$ cat config.mk
export PLATFORM = sky130hd
export DESIGN_NAME = stereo_config_sequencer
export DESIGN_NICKNAME = d
export VERILOG_FILES = /design/src/rtl/stereocam_pkg.sv /design/src/rtl/cycle_timer.sv /design/src/rtl/stereo_config_sequencer.sv
export SDC_FILE = /design/constraint.sdc
export NUM_CORES = 1
export LEC_CHECK = 0
export ABC_AREA = 1
export CORE_MARGIN = 2
export CORE_UTILIZATION = 56
export CTS_CLUSTER_DIAMETER = 80
export DETAILED_ROUTE_END_ITERATION = 6
export PLACE_DENSITY = 0.78
export SLEW_MARGIN = 5
export SYNTH_ARGS = -nofsm -noshare
export SYNTH_HDL_FRONTEND = slang
export SYNTH_SLANG_ARGS = --single-unit
$ cat constraint.sdc
create_clock -name clk -period 5.3 [get_ports clk]
set_input_delay 0.53 -clock clk [delete_from_list [all_inputs] [get_ports clk]]
set_output_delay 0.53 -clock clk [all_outputs]
set_load 0.005 [all_outputs]
$ cat src/rtl/stereocam_pkg.sv
// rtl/stereocam_pkg.sv - shared types and 50 MHz timing defaults for the stereo camera configuration path
package stereocam_pkg;

  typedef enum logic [3:0] {
    PWRUP,
    IDLE,
    PULSE_L,
    LOW_L,
    HIGH_L,
    PULSE_R,
    LOW_R,
    HIGH_R,
    DONE,
    ERROR
  } cfg_state_t;

  localparam logic CAM_LEFT  = 1'b0;
  localparam logic CAM_RIGHT = 1'b1;

  localparam int DEF_PWRUP_CYCLES   = 5_000_000;
  localparam int DEF_RESEND_CYCLES  = 4;
  localparam int DEF_TIMEOUT_CYCLES = 2_500_000;
  localparam int DEF_MAX_RETRY      = 3;

  function automatic int max3(input int a, input int b, input int c);
    int m;
    m = (a > b) ? a : b;
    return (m > c) ? m : c;
  endfunction

endpackage

$ cat src/rtl/cycle_timer.sv
// rtl/cycle_timer.sv - loadable down-counter shared by all sequencer states
module cycle_timer #(
  parameter int               WIDTH       = 8,
  parameter logic [WIDTH-1:0] RESET_VALUE = '0
) (
  input  logic             clk,
  input  logic             rst_n,
  input  logic             load,
  input  logic [WIDTH-1:0] value,
  output logic             expired
);

  logic [WIDTH-1:0] count;

  // Loading N makes expired true in the N-th cycle after the load edge.
  always_ff @(posedge clk or negedge rst_n) begin
    if (!rst_n) begin
      count <= RESET_VALUE;
    end else if (load) begin
      count <= value;
    end else if (count != '0) begin
      count <= count - 1'b1;
    end
  end

  assign expired = (count <= WIDTH'(1));

endmodule

$ cat src/rtl/stereo_config_sequencer.sv
// rtl/stereo_config_sequencer.sv - serialises left/right OV7670 SCCB configuration with timeouts and retry
module stereo_config_sequencer
  import stereocam_pkg::*;
#(
  parameter int PWRUP_CYCLES   = DEF_PWRUP_CYCLES,
  parameter int RESEND_CYCLES  = DEF_RESEND_CYCLES,
  parameter int TIMEOUT_CYCLES = DEF_TIMEOUT_CYCLES,
  parameter int MAX_RETRY      = DEF_MAX_RETRY
) (
  input  logic       clk,
  input  logic       rst_n,
  input  logic       start,
  input  logic       fin_l,
  input  logic       fin_r,
  output logic       resend_l,
  output logic       resend_r,
  output logic       busy,
  output logic       done,
  output logic       error,
  output logic       err_cam,
  output logic [1:0] retries
);

  // One extra count of headroom so the largest load value itself fits.
  localparam int TMAX = max3(PWRUP_CYCLES, RESEND_CYCLES, TIMEOUT_CYCLES);
  localparam int TW   = $clog2(TMAX + 1);
  localparam int RW   = (MAX_RETRY > 3) ? $clog2(MAX_RETRY + 1) : 2;
  localparam logic [RW-1:0] MAX_RETRY_W = RW'(MAX_RETRY);

  cfg_state_t state, next_state;

  logic          tmr_load;
  logic [TW-1:0] tmr_value;
  logic          tmr_expired;

  logic [RW-1:0] retry_cnt, retry_cnt_d;
  logic          can_retry;
  logic          resend_l_d, resend_r_d, busy_d, done_d, error_d, err_cam_d;
  logic [1:0]    retries_d;

  cycle_timer #(
    .WIDTH       (TW),
    .RESET_VALUE (TW'(PWRUP_CYCLES))
  ) u_timer (
    .clk     (clk),
    .rst_n   (rst_n),
    .load    (tmr_load),
    .value   (tmr_value),
    .expired (tmr_expired)
  );

  assign can_retry = (retry_cnt < MAX_RETRY_W);

  always_ff @(posedge clk or negedge rst_n) begin
    if (!rst_n) begin
      state <= PWRUP;
    end else begin
      state <= next_state;
    end
  end

  // A fin transition is tested before the timeout so it wins a same-cycle tie.
  always_comb begin
    next_state = state;
    case (state)
      PWRUP:             if (tmr_expired) next_state = PULSE_L;
      IDLE, DONE, ERROR: if (start) next_state = PULSE_L;
      PULSE_L:           if (tmr_expired) next_state = LOW_L;
      LOW_L: begin
        if (!fin_l)           next_state = HIGH_L;
        else if (tmr_expired) next_state = can_retry ? PULSE_L : ERROR;
      end
      HIGH_L: begin
        if (fin_l)            next_state = PULSE_R;
        else if (tmr_expired) next_state = can_retry ? PULSE_L : ERROR;
      end
      PULSE_R:           if (tmr_expired) next_state = LOW_R;
      LOW_R: begin
        if (!fin_r)           next_state = HIGH_R;
        else if (tmr_expired) next_state = can_retry ? PULSE_R : ERROR;
      end
      HIGH_R: begin
        if (fin_r)            next_state = DONE;
        else if (tmr_expired) next_state = can_retry ? PULSE_R : ERROR;
      end
      default:           next_state = PWRUP;
    endcase
  end

  always_comb begin
    tmr_load   = (next_state != state);
    tmr_value  = TW'(TIMEOUT_CYCLES);
    resend_l_d = (next_state == PULSE_L);
    resend_r_d = (next_state == PULSE_R);
    busy_d     = !(next_state inside {IDLE, DONE, ERROR});
    done_d     = (next_state == DONE);
    error_d    = (next_state == ERROR);
    err_cam_d  = 1'b0;
    retry_cnt_d = retry_cnt;

    case (next_state)
      PULSE_L, PULSE_R: tmr_value = TW'(RESEND_CYCLES);
      PWRUP:            tmr_value = TW'(PWRUP_CYCLES);
      default:          tmr_value = TW'(TIMEOUT_CYCLES);
    endcase

    if (next_state == ERROR) begin
      if (state == ERROR)
        err_cam_d = err_cam;
      else
        err_cam_d = (state inside {LOW_R, HIGH_R}) ? CAM_RIGHT : CAM_LEFT;
    end

    // A fresh sequence or the hand-over to the right camera restarts the count.
    if ((next_state == PULSE_L && !(state inside {PULSE_L, LOW_L, HIGH_L})) ||
        (next_state == PULSE_R && state == HIGH_L))
      retry_cnt_d = '0;
    else if ((next_state == PULSE_L && state inside {LOW_L, HIGH_L}) ||
             (next_state == PULSE_R && state inside {LOW_R, HIGH_R}))
      retry_cnt_d = retry_cnt + 1'b1;

    retries_d = (retry_cnt_d > RW'(3)) ? 2'd3 : retry_cnt_d[1:0];
  end

  always_ff @(posedge clk or negedge rst_n) begin
    if (!rst_n) begin
      resend_l  <= 1'b0;
      resend_r  <= 1'b0;
      busy      <= 1'b0;
      done      <= 1'b0;
      error     <= 1'b0;
      err_cam   <= 1'b0;
      retry_cnt <= '0;
      retries   <= 2'd0;
    end else begin
      resend_l  <= resend_l_d;
      resend_r  <= resend_r_d;
      busy      <= busy_d;
      done      <= done_d;
      error     <= error_d;
      err_cam   <= err_cam_d;
      retry_cnt <= retry_cnt_d;
      retries   <= retries_d;
    end
  end

endmodule

==> flow_summary.ini <==
[floorplanning]
rows = 24
die_h_um = 71.4
die_x_um = 71.4
start_util_pct = 58.4
die-area_um2 = 5100
io_pins = 13
core_um2 = 4350

[critical_path]
regToRegSetupSlack_ns = 2.71
endpoint_kind = register
worstPathArrival_ns = 2.76
crit_path_start_kind = register
cp.required_ns = 5.47
cp_max_fo = 16
worstSetupPathType = register to register

[placement]
gp_congestion = 0.910
port_buffers = 12
place_hpwl_um = 4230

[synthesis]
yosysTopAreaCell = dfrtp_1
yosys_most_used_dff = dfrtp_1
ys_ff_latch = 35
netlist_instances = 338
synth_warnings = 0
syn_area_um2 = 2540
ys_seq_area_share_pct = 34.8
synth_edf_count = 0
synth_cell_types = 38
synth.most_common_cell = nand2_1
synth_fp_nets = 347
yosys.area.top_type_share_pct = 26.6
avgSynthCellArea_um2 = 7.53
yosys-top-cells-count = nand2_1, nor2_1, nand3_1, inv_1, dfrtp_1
async_flop_share_pct = 100
ys_top_cells_by_area = dfrtp_1, nand2_1, dfstp_2

[clocking]
clk_pin_slew_ns = 0.07
cts_made_buffers = 5
cts.repair.resized = 0
cts_max_level = 2
clk-insertion-delay-late_ns = 0.29
cts.hold.buffers_added = 0
cts_setup_buffers = 0
clock_path_buffers = 2
root_buffer = clkbuf_8
cts_num_sinks = 35
cts_tree = yes

[drt]
drtIter0Drc = 90
first_pass_iters = 6
wl_per_cell_um = 13.4
num_vias = 2158
routed_wl_um = 5440
drt-vias-per-instance = 5.32
drc_errors = 0
antenna_left = 0

[worst_hold_path]
hold_class = input pin to asynchronous set/reset pin

[timing]
finalCriticalPeriod_ns = 2.59
max-slew-margin-rel_pct = 48.8
worstMarginPinSlew_ns = 0.769
skew_ns = 0.00504
tns_ns = 0
period_share_pct = 49.0
rsz0062_at_grt = no
setup-violations-final = 0
fmax_ghz = 0.385
slew_viol_final = 0
finalHoldViolCount = 0
hold_ws_ns = 0.309

[power_and_ir_drop]
p_leak_nw = 1.43
vdd_ir_drop_max_v = 0.000181
power_density_nw_per_um2 = 502

[global_routing]
grt_pass1_wl_um = 9270
grt_usage_pct = 23.5
grt_pass1_vias = 2066
grt_remaining_overflow = 0
antenna_found_initial = 0
grt_max_degree = 36

[layout]
diodes = 0
final_net_count = 362
syn2layout_area_growth_pct = 9.49
drive_gt1_share_pct = 16.9

[outcome]
status = complete, no violations

[flow_run]
drv_cap = 0
## flip-flops by register name (all words and copies together) (netlist names)
name and cells:
resend_r 1, retry_cnt 1, done 1, busy 1
resend_l 1, retries 1, err_cam 1, error 1
state 4, u_timer.count 23
## stage by stage
stage	instances	total power [mW]	setup WS, ns	area [um2]	util (%)
after global placement	398	1.17	2.66	2690	61.7
after global routing	406	1.52	2.49	2790	64.0
final	406	1.40	2.71	2790	64.0
after CTS	406	1.40	2.71	2790	64.0
after detailed placement	398	1.18	2.59	2690	61.7
after floorplan	338	1.06	3.23	2540	-
## metal layers
metal  GRT usage [%]  vias to the layer above  wire (um)
met5               0                        -          0
met4            10.3                        0        175
met3            3.94                       17        195
met2            40.1                       58       2700
met1            29.2                      977       2370
li1                -                     1106          -
## cells by family (layout without fill, tap and decap cells)
| family | count (synthesis) | count (layout) | share of synthesized area (%) |
|---|---|---|---|
| XOR/XNOR | 21 | 21 | 7.53 |
| flip-flops | 35 | 35 | 34.8 |
| AND/OR/NAND/NOR | 208 | 208 | 42.3 |
| adder cells (fa/ha/maj) | 4 | 4 | 1.97 |
| AO/OA/AOI/OAI | 24 | 24 | 5.66 |
| buffers and inverters | 46 | 62 | 7.72 |
## area by class of cell
class	instances	area, um2
inverter	42	158
fill	381	1570
sequential	35	886
timing repair buffer	12	115
multi-input combinational	257	1460
clock buffer	8	100
tap	52	65.1
## power breakdown
group | total [mW] | switching (mW) | internal (mW)
Sequential | 0.446 | 0.0873 | 0.359
Clock | 0.213 | 0.0944 | 0.119
Combinational | 0.738 | 0.475 | 0.263
## worst max-delay path: stages, from the launching register on
cell and delay [ns]:
dfrtp_1 0.51, inv_2 0.16, nor3_4 0.37, nand2_1 0.14
nor2_1 0.12, nor3_1 0.08, nand3_2 0.14, o21ai_1 0.11
nor2_4 0.34, nand2_4 0.19, nand2_1 0.22, a21oi_1 0.09
## layout by cell type (no fill, tap or decap), types with 4 or more instances in the layout
master,instances
inv_1,36
nand2_2,9
clkdlybuf4s50_1,11
ha_1,4
nand2_1,66
a21oi_1,12
dfrtp_1,27
nor2_1,53
nand2_4,4
nor2_2,10
xor2_1,13
dfstp_2,8
o21ai_1,4
inv_2,5
nor3_1,6
nor2_4,4
xnor2_1,7
clkbuf_8,7
nand3_1,38
## worst paths after layout
path | depth (start not counted) | start | endpoint
max in group asynchronous | 1 | rst_n | u_timer.count[20]
worst max-delay path | 11 | state[1] | u_timer.count[21]
worst min register to register | 3 | retry_cnt[0] | retry_cnt[0]
min in group clk | 3 | retry_cnt[0] | retry_cnt[0]
worst max register to register | 11 | state[1] | u_timer.count[21]
worst min-delay path | 1 | rst_n | u_timer.count[0]
Power figures use the tool's default switching activity.
